## src/rtl/turn_timer_ctrl.sv

```systemverilog
// Per-turn countdown sequencer: 1 s prescaler, start/reload/pause/abort
// handling, and a one-cycle timeout pulse when a turn expires.
module turn_timer_ctrl #(
  parameter int unsigned TICK_CYCLES = 50_000_000,
  parameter int unsigned TURN_SECS   = 10,
  parameter int unsigned PRESC_W     = 26
) (
  input  logic       clk,
  input  logic       rst,
  input  logic       start,
  input  logic       move_done,
  input  logic       pause,
  input  logic       abort,
  output logic [3:0] seconds,
  output logic       running,
  output logic       timeout,
  output logic [1:0] state
);

  localparam int unsigned SEC_W = 4;
  localparam logic [SEC_W-1:0]   SEC_BLANK = SEC_W'(15);
  localparam logic [SEC_W-1:0]   SEC_LOAD  = SEC_W'(TURN_SECS);
  localparam logic [PRESC_W-1:0] PRESC_MAX = PRESC_W'(TICK_CYCLES - 1);

  typedef enum logic [1:0] {
    IDLE    = 2'd0,
    RUN     = 2'd1,
    PAUSED  = 2'd2,
    EXPIRED = 2'd3
  } state_t;

  state_t             state_q, state_n;
  logic [SEC_W-1:0]   sec_q, sec_n;
  logic [PRESC_W-1:0] presc_q, presc_n;
  logic               running_q, running_n;
  logic               timeout_q, timeout_n;
  logic               tick;

  assign tick    = (presc_q == PRESC_MAX);
  assign seconds = sec_q;
  assign running = running_q;
  assign timeout = timeout_q;
  assign state   = state_q;

  // State and datapath registers
  always_ff @(posedge clk or posedge rst) begin
    if (rst) begin
      state_q   <= IDLE;
      sec_q     <= SEC_BLANK;
      presc_q   <= '0;
      running_q <= 1'b0;
      timeout_q <= 1'b0;
    end else begin
      state_q   <= state_n;
      sec_q     <= sec_n;
      presc_q   <= presc_n;
      running_q <= running_n;
      timeout_q <= timeout_n;
    end
  end

  // Next-state and datapath update; priority abort > start > move_done > pause > tick
  always_comb begin
    state_n   = state_q;
    sec_n     = sec_q;
    presc_n   = presc_q;
    timeout_n = 1'b0;

    if (abort) begin
      state_n = IDLE;
      sec_n   = SEC_BLANK;
      presc_n = '0;
    end else begin
      unique case (state_q)
        IDLE: begin
          if (start) begin
            state_n = RUN;
            sec_n   = SEC_LOAD;
            presc_n = '0;
          end
        end
        RUN: begin
          if (start || move_done) begin
            sec_n   = SEC_LOAD;
            presc_n = '0;
          end else if (pause) begin
            state_n = PAUSED;
          end else if (tick) begin
            presc_n = '0;
            if (sec_q == SEC_W'(1)) begin
              state_n   = EXPIRED;
              sec_n     = '0;
              timeout_n = 1'b1;
            end else if (sec_q != '0) begin
              sec_n = sec_q - SEC_W'(1);
            end
          end else begin
            presc_n = presc_q + PRESC_W'(1);
          end
        end
        PAUSED: begin
          if (start) begin
            state_n = RUN;
            sec_n   = SEC_LOAD;
            presc_n = '0;
          end else if (!pause) begin
            state_n = RUN;
          end
        end
        EXPIRED: begin
          sec_n = '0;
          if (start) begin
            state_n = RUN;
            sec_n   = SEC_LOAD;
            presc_n = '0;
          end
        end
        default: begin
          state_n = IDLE;
          sec_n   = SEC_BLANK;
          presc_n = '0;
        end
      endcase
    end
  end

  // running is registered alongside state so the two always agree
  assign running_n = (state_n == RUN);

endmodule

```

## config.mk

```make
export PLATFORM = sky130hd
export DESIGN_NAME = turn_timer_ctrl
export DESIGN_NICKNAME = d
export VERILOG_FILES = /design/src/rtl/turn_timer_ctrl.sv
export SDC_FILE = /design/constraint.sdc
export NUM_CORES = 1
export LEC_CHECK = 0
export BUFFER_PORTS_ARGS = -buffer_cell sky130_fd_sc_hd__buf_2
export CAP_MARGIN = 15
export CORE_UTILIZATION = 45
export DETAILED_ROUTE_END_ITERATION = 7
export HOLD_SLACK_MARGIN = 0.06
export PLACE_DENSITY = 0.67
export SLEW_MARGIN = 30
export SYNTH_ARGS = -nofsm -noshare
export SYNTH_HDL_FRONTEND = slang
export SYNTH_SLANG_ARGS = --single-unit
```

## constraint.sdc

```tcl
create_clock -name clk -period 3.05 [get_ports clk]
set_clock_uncertainty 0.2 [all_clocks]
set_input_delay 0.1525 -clock clk [delete_from_list [all_inputs] [get_ports clk]]
set_output_delay 0.1525 -clock clk [all_outputs]
set_load 0.05 [all_outputs]
```

Word level (Yosys, flattened, before mapping):

Cells that the tools add are included.

* add/sub/neg operators: 2
* equality and inequality tests: 11
* multiplexer cells: 30
* reductions and logical operators: 8

Operators by type and width (number)
* two-way mux 26 bit: 5
* one-hot mux 26 bit (2 select lines): 1
* two-way mux 4 bit: 8
* adder 26 x 1 -> 26 bit (second input constant): 1
* equality test 26 bit (second input constant): 1
* two-way mux 2 bit: 8
* one-hot mux 4 bit (3 select lines): 1
* inequality test 4 bit (second input constant): 2
* two-way mux 1 bit: 6
* inequality test 3 x 1 -> 1 bit (second input constant): 2
* one-hot mux 2 bit (3 select lines): 1
* inequality test 5 bit (second input constant): 1
* equality test 2 x 1 -> 1 bit (second input constant): 2
* equality test 2 bit (second input constant): 2
* equality test 4 x 1 -> 1 bit (second input constant): 1
* AND reduction 4 bit: 1
* nonzero test 4 bit: 1
* OR reduction 2 bit: 2
* subtractor 4 x 1 -> 4 bit (second input constant): 1
* OR reduction 3 bit: 1
* logical NOT 2 bit: 1
* AND reduction 2 bit: 1
* logical OR 1 bit: 1

* bits in registers: 34
* output and inout port bits: 8

Depth between registers and ports, before layout:

Gate-level depths: netlist of run 1.

* word-level depth: 8
* gate-level depth with buffers: 8
* gate-level depth less buffers: 7

Worst setup path after synthesis of run 1:

No wires, ideal clock.

* path type: reg-to-reg
* start: register state_q[1] (netlist: state[1])
* end: register presc_q[25]
* setup time: 0.077 ns
* data arrival time: 2.470 ns
* required time: 2.773 ns
* slack: 0.303 ns
* cell stages (with the launch flop): 9
* period minus slack after synthesis: 2.747 ns
* path through: dfrtp_1 inv_1 ha_1 nand3b_1 a211oi_2 or4b_1 buf_2 or3_1 a21oi_1

* longest elaborated chain between the ends: 4
* elaborated cells on any way between the ends: 10
* those cells by class: 5 x eq/ne; 2 x mux; 3 x reduce/logical

Ends and longest elaborated chain
* start: declaration: line 32 `state_t state_q, state_n;`
* start signal: assignment: line 54 `state_q <= state_n;`
* equality test 2 bit or logical NOT 2 bit (tied branches): line 74 `unique case (state_q)`
* OR reduction 3 bit (no source line)
* one-hot mux 26 bit (2 select lines) or inequality test 3 x 1 -> 1 bit (tied branches)
* two-way mux 26 bit or AND reduction 2 bit (tied branches)
* end signal: assignment: line 56 `presc_q <= presc_n;`
* end: declaration: line 34 `logic [PRESC_W-1:0] presc_q, presc_n;`

Parallel ways exist; a longest one is shown, timed or not.
A chain may end at the register's enable or synchronous reset.

Final worst setup path of run 1:

* start: register sec_q[0] (netlist: seconds[0])
* end: register running_q (netlist: running)

* longest elaborated chain between the ends: 8

Ends and longest elaborated chain
* start: declaration: line 33 `logic [SEC_W-1:0] sec_q, sec_n;`
* start signal: assignment: line 55 `sec_q <= sec_n;`
* equality test 4 x 1 -> 1 bit: line 90 `if (sec_q == SEC_W'(1)) begin`
* two-way mux 2 bit: line 90
* two-way mux 2 bit: line 88 `end else if (tick) begin`
* two-way mux 2 bit: line 86 `end else if (pause) begin`
* two-way mux 2 bit: line 83 `if (start || move_done) begin`
* one-hot mux 2 bit (3 select lines): line 74
* two-way mux 2 bit: line 69 `if (abort) begin`
* net state_n[0]: line 32
* equality test 2 x 1 -> 1 bit: line 128 `assign running_n = (state_n == RUN);`
* net running_n: line 35 `logic running_q, running_n;`
* end signal: assignment: line 57 `running_q <= running_n;`
* end: declaration: line 35

The timed path passes the listed nets, and every way through them passes these cells.

==> metrics.log, run 1 <==
[metrics] endpoint of the worst hold-timing path: timeout
[metrics] total leakage power: 0.9626 nW
[metrics] Post-Syn Area per Cell: 9.168 um2
[metrics] share of the synthesized area in the top cell type: 36.23%
[metrics] proportion of synthesized flip-flops having asynchronous set or reset: 100.0%
[metrics] via total after detailed routing: 1655
[metrics] status: completed
[metrics] Critical Path End Type: flip-flop
[metrics] startpoint of the most critical hold path: pause
[metrics] worst voltage drop across the vdd grid: 0.2014 mV
[metrics] port bufs: 13
[metrics] DR WL/cell: 14.03 um
[metrics] setup slack on the worst flop-to-flop path: 510 ps
[metrics] Finish-stage setup viols: 0
[metrics] Placement Cell Area: 2196 um2
[metrics] initial core utilization: 47.26%
[metrics] routed via count divided by cell count: 5.591
[metrics] GRT Overall Usage: 18.49%
[metrics] Setup TNS Final: 0 ps
[metrics] Final Slew Violations: 0
[metrics] crit path buf inv count: 0
[metrics] flip-flop cell with the highest count after synthesis: dfrtp_1
[metrics] Worst-Margin Slew: 560.3 ps
[metrics] pre-CTS setup slack: 525.4 ps
[metrics] number of buffers created by CTS: 5
[metrics] global route overflow: 0
[metrics] Clock Latency Late Sink: 290 ps
[metrics] Ys Warns: 0
[metrics] Chip Width: 69.86 um
[metrics] CP peak stage delay: 590 ps
[metrics] Worst Setup Start Kind: flip-flop
[metrics] max frequency: 393.2 MHz
[metrics] number of global-route vias before repair: 1555
[metrics] EDFF count, synth: 0
[metrics] Power per Cell Area: 459.7 nW/um2
[metrics] synthesized netlist cell count: 226
[metrics] sequential power share: 46.6%
[metrics] kind of cell adding the most delay to the critical path: simple AND/OR/NAND/NOR gates
[metrics] total detailed-routing wirelength: 4153 um
[metrics] post-route design area: 2307 um2
[metrics] buffer depth of the longest clock path: 2
[metrics] number of antenna violations at the first check in global routing: 0
[metrics] hold path cells: 3
[metrics] portion of total power attributed to the clock network: 32.1%
[metrics] count of endpoints failing hold in the final timing report: 0
[metrics] min setup slack post-route: 506.7 ps
[metrics] first-pass GRT wire length: 7210 um
[metrics] syn_nets: 241
[metrics] number of antenna cells inserted: 0
[metrics] CTS HTree Levels: 2
[metrics] number of antenna-violating nets in the routed design: 0
[metrics] cells along the critical path: ha_1 > or3b_1 > or3_1 > or4_1 > a31oi_1 > o31a_1
[metrics] Total Die Area: 4880 um2
[metrics] count of unique library cells instantiated by Yosys: 48
[metrics] worst relative slew slack: 62.33%
[metrics] Reg2Reg Capture Point: running
[metrics] reg-to-reg startpoint: seconds[0]
[metrics] proportion of synthesized chip area in sequential cells: 41.30%
[metrics] critical path data arrival time: 2570 ps
[metrics] Total Power: 1.061 mW
[metrics] area of the core: 4384 um2
[metrics] Std-Cell Rows: 24
[metrics] switching fraction of total power: 31.41%
[metrics] critical path fanouts, max: 7
[metrics] clock transition at the registers of the reported paths: 60 ps
[metrics] Internal Pwr Total: 0.7275 mW
[metrics] half-perimeter wire length after detailed placement: 2858 um
[metrics] residual DRC count: 0
[metrics] NumNets Final: 258
[metrics] sinks on the clock net: 34
[metrics] Min Clock Period, post-route: 2543 ps
[metrics] maximum number of pins on one net before global-route repair: 35
[metrics] GPL Wtd Cong: 0.7948
[metrics] fraction of layout cells with a size suffix above 1: 15.57%
[metrics] Switching Power: 0.3331 mW
[metrics] number of buffers added for setup after CTS: 0
[metrics] list of most frequent post-synthesis cells: 30 x dfrtp_1, 30 x nor2_1, 17 x nand2_1
[metrics] data required time of the critical path: 3070 ps
[metrics] 1st-iter DRT viols: 86
[metrics] max-capacitance violation count: 0
[metrics] most area-consuming cells after synthesis: dfrtp_1 36%, ha_1 5.4%, nor2_1 5.4%
[metrics] setup repair after global routing missed its margin: false
[metrics] path depth of the worst reg2reg path: 6
[metrics] cell area after technology mapping: 2072 um2
[metrics] number of placed I/O pins: 14
[metrics] fraction of power consumed by combinational cells: 21.4%
[metrics] post-synth top area cell: dfrtp_1
[metrics] clock tree from TritonCTS: done
[metrics] vertical die dimension: 69.86 um
[metrics] CTS Root Cell: clkbuf_8
[metrics] classification of the worst-slack hold path: in2reg
[metrics] slowest cell on the critical path: dfstp_2
[metrics] number of register bits inferred by synthesis: 34
[metrics] count of TritonRoute iterations in the first routing pass: 4
[metrics] share of the cycle needed by the critical path after routing: 83.39%
[metrics] Layout Area Growth over Synthesis: 11.35%
[metrics] startpoint-to-endpoint class of the critical path: reg2reg
==> final cells by class <==
type                            instances  area [um2]
Fill cell                             421        2077
Multi-Input combinational cell        174        1146
Sequential cell                        34       855.8
Timing Repair Buffer                   19       115.1
Clock buffer                            7       86.33
Tap cell                               52       65.06
Inverter                                9       33.78
Clock inverter                          1       5.005
==> power by group through the flow <==
stage / Combinational [mW] / Sequential [mW] / Clock, mW
6_report: 0.227 / 0.494 / 0.340
5_1_grt: 0.250 / 0.497 / 0.370
4_1_cts: 0.228 / 0.494 / 0.353
3_5_place_dp: 0.226 / 0.502 / 0
3_3_place_gp: 0.225 / 0.502 / 0
2_1_floorplan: 0.114 / 0.554 / 0
==> state kept, by name, summed over array words and instances (netlist names) <==
| register | flops |
|---|---|
| timeout | 1 |
| running | 1 |
| seconds | 4 |
| presc_q | 26 |
| state | 2 |
==> worst register-to-register path: cells and delay by family, from the launching register on <==
kind                     cells  cell delay (ps)
AND/OR/NAND/NOR              3             1110
flip-flops                   1              590
AO/OA/AOI/OAI                2              380
adder cells (fa/ha/maj)      1              210
==> routing by layer <==
layer | GRT usage (%) | wire length (um)
met2 | 28.10 | 1824
met1 | 26.61 | 2143
met4 | 5.333 | 36
met3 | 3.896 | 148
met5 | 0 | 0
==> through the flow <==
| stage | util, % | cells | hold slack [ps] |
|---|---|---|---|
| finish | 52.63 | 296 | 74.74 |
| global route | 52.63 | 296 | 98.58 |
| CTS | 52.63 | 296 | 66.10 |
| detailed placement | 50.09 | 286 | 74.42 |
| global placement | 50.09 | 286 | 67.28 |
| floorplan | - | 226 | 91.14 |
==> worst max path at each step <==
stage,start,endpoint,slack [ps],cells after the start
after CTS,seconds[0],running,510,6
after global placement,seconds[0],running,550,6
after global routing,seconds[0],running,370,6
after floorplan,state[1],presc_q[25],300,8
final,seconds[0],running,510,6
after detailed placement,seconds[0],running,530,6
==> cells in the final DEF, fill, tap and decap left out, types with 9 or more instances in the layout <==
master,count
a21oi_1,10
buf_2,13
dfrtp_1,30
ha_1,9
inv_1,9
nand2_1,17
nand4_1,9
nor2_1,30
xnor2_1,9
xor2_1,11
==> cell families after synthesis <==
logic type / count (synthesis) / share of synthesized area, %
buf+inv: 18 / 3.382
mux: 3 / 1.449
simple gates: 109 / 28.86
compound gates: 33 / 11.11
xor+xnor: 20 / 8.454
flops: 34 / 41.30
fa+ha+maj: 9 / 5.435
==> timing repair <==
item | in CTS | in global routing
resized for setup | 0 | 0
endpoints found under the hold margin | 35 | 0
hold buffers | 2 | 0
(Power assumes the default switching activity.)
==> run 2, diff against run 1 <==
- clock period: 3.05 -> 2.6 ns (I/O delays scaled with it)
==> metrics.log, run 2 (same netlist as run 1, synthesis figures left out) <==
[metrics] max reg flops: 26
[metrics] GRT Overall Usage: 19.45%
[metrics] Chip Width: 69.86 um
[metrics] number of placed I/O pins: 14
[metrics] pre-CTS setup slack: 12.67 ps
[metrics] DR WL/cell: 14.46 um
[metrics] count of fill cells added during filler insertion: 397
[metrics] port bufs: 13
[metrics] status: completed
[metrics] vertical die dimension: 69.86 um
[metrics] Min Clock Period, post-route: 2530 ps
[metrics] CTS Root Cell: clkbuf_8
[metrics] number of buffers created by CTS: 5
[metrics] share of the cycle needed by the critical path after routing: 97.31%
[metrics] via total after detailed routing: 1696
[metrics] max frequency: 395.3 MHz
[metrics] buffer depth of the longest clock path: 2
[metrics] post-route design area: 2379 um2
[metrics] commonest non-fill, non-tap cell in the layout: nor2_1
[metrics] Worst Setup Start Kind: flip-flop
[metrics] Critical Path End Type: flip-flop
[metrics] half-perimeter wire length after detailed placement: 2962 um
[metrics] CP peak stage delay: 610 ps
[metrics] GPL Wtd Cong: 0.8070
[metrics] Layout Area Growth over Synthesis: 14.79%
[metrics] Placement Cell Area: 2246 um2
[metrics] Cells after DPL: 292
[metrics] CTS HTree Levels: 2
[metrics] first-pass GRT wire length: 7541 um
[metrics] most frequent cells in the layout: 30 x nor2_1, 29 x dfrtp_1, 17 x nand2_1
[metrics] Clock Latency Late Sink: 280 ps
[metrics] number of antenna-violating nets in the routed design: 0
[metrics] cells along the critical path: ha_1 > or3b_4 > or3_1 > or4_4 > a31oi_4 > o31a_1
[metrics] slowest cell on the critical path: dfstp_4
[metrics] Total Die Area: 4880 um2
[metrics] Worst-Margin Slew: 403.1 ps
[metrics] Final Slew Violations: 0
[metrics] total detailed-routing wirelength: 4352 um
[metrics] total leakage power: 0.9936 nW
[metrics] Total Power: 1.257 mW
[metrics] sinks on the clock net: 34
[metrics] Std-Cell Rows: 24
[metrics] classification of the worst-slack hold path: in2reg
[metrics] Setup TNS Final: 0 ps
[metrics] max-capacitance violation count: 0
[metrics] number of antenna cells inserted: 0
[metrics] maximum number of pins on one net before global-route repair: 35
[metrics] clock tree from TritonCTS: done
[metrics] Worst Hold Margin: 74.69 ps
[metrics] Power per Cell Area: 528.6 nW/um2
[metrics] worst relative slew slack: 72.75%
[metrics] post-layout util: 54.25%
[metrics] 1st-iter DRT viols: 100
[metrics] number of buffers added for setup after CTS: 0
[metrics] number of standard cells in the final layout excluding fillers: 301
[metrics] clock transition at the registers of the reported paths: 60 ps
[metrics] crit path buf inv count: 0
[metrics] worst voltage drop across the vdd grid: 0.3353 mV
[metrics] number of global-route vias before repair: 1628
[metrics] setup repair after global routing missed its margin: true
[metrics] Finish-stage setup viols: 0
[metrics] number of antenna violations at the first check in global routing: 0
[metrics] critical path data arrival time: 2550 ps
[metrics] critical path fanouts, max: 3
[metrics] fraction of layout cells with a size suffix above 1: 19.28%
[metrics] global route overflow: 0
[metrics] startpoint-to-endpoint class of the critical path: reg2reg
[metrics] Reg with most FFs: presc_q
[metrics] count of TritonRoute iterations in the first routing pass: 5
[metrics] kind of cell adding the most delay to the critical path: simple AND/OR/NAND/NOR gates
[metrics] initial core utilization: 47.26%
[metrics] residual DRC count: 0
[metrics] routed via count divided by cell count: 5.635
[metrics] NumNets Final: 264
[metrics] area of the core: 4384 um2
[metrics] count of endpoints failing hold in the final timing report: 0
[metrics] data required time of the critical path: 2620 ps
[metrics] min setup slack post-route: 69.96 ps
## run 2: where the power goes
group	switching (mW)	leakage (nW)	internal (mW)	total (mW)
logic	0.199	0.491	0.0990	0.298
registers	0.0164	0.458	0.557	0.573
clock network	0.176	0.0443	0.210	0.386
## run 2: worst paths after layout
kind	start	end	slack, ps	cells after the start
setup reg to reg	seconds[0]	running	70	6
setup / recovery	seconds[0]	running	70	6
hold reg to reg	seconds[1]	seconds[1]	330	2
max in group asynchronous	rst	seconds[2]	1590	4
hold / removal	pause	timeout	70	3
min in group asynchronous	rst	presc_q[25]	290	4
## run 2: layout make-up
cell class | count | area [um2] | share of cell area, %
clock buffer | 7 | 86.33 | 3.630
multi-input combinational | 174 | 1172 | 49.29
inverter | 9 | 33.78 | 1.420
tap | 52 | 65.06 | 2.735
timing repair buffer | 25 | 160.2 | 6.733
sequential | 34 | 860.8 | 36.19
## run 2: metal layers
layer | track usage, % | part of all wire (%)
met1 | 27.42 | 51
met2 | 29.81 | 46
met3 | 4.329 | 2.8
met4 | 6.222 | 0.76
met5 | 0 | 0
## run 2: repair_timing
item                                   CTS  global route
setup endpoints to repair                1             4
hold buffers                             2             0
pin swaps                                0             1
endpoints found under the hold margin   36             0
gates resized for setup                  1             4
## run 2: worst reg2reg max path, cell delays in order (launching register included)
cell	delay, ps
dfstp_4	610
ha_1	150
or3b_4	400
or3_1	320
or4_4	450
a31oi_4	190
o31a_1	150
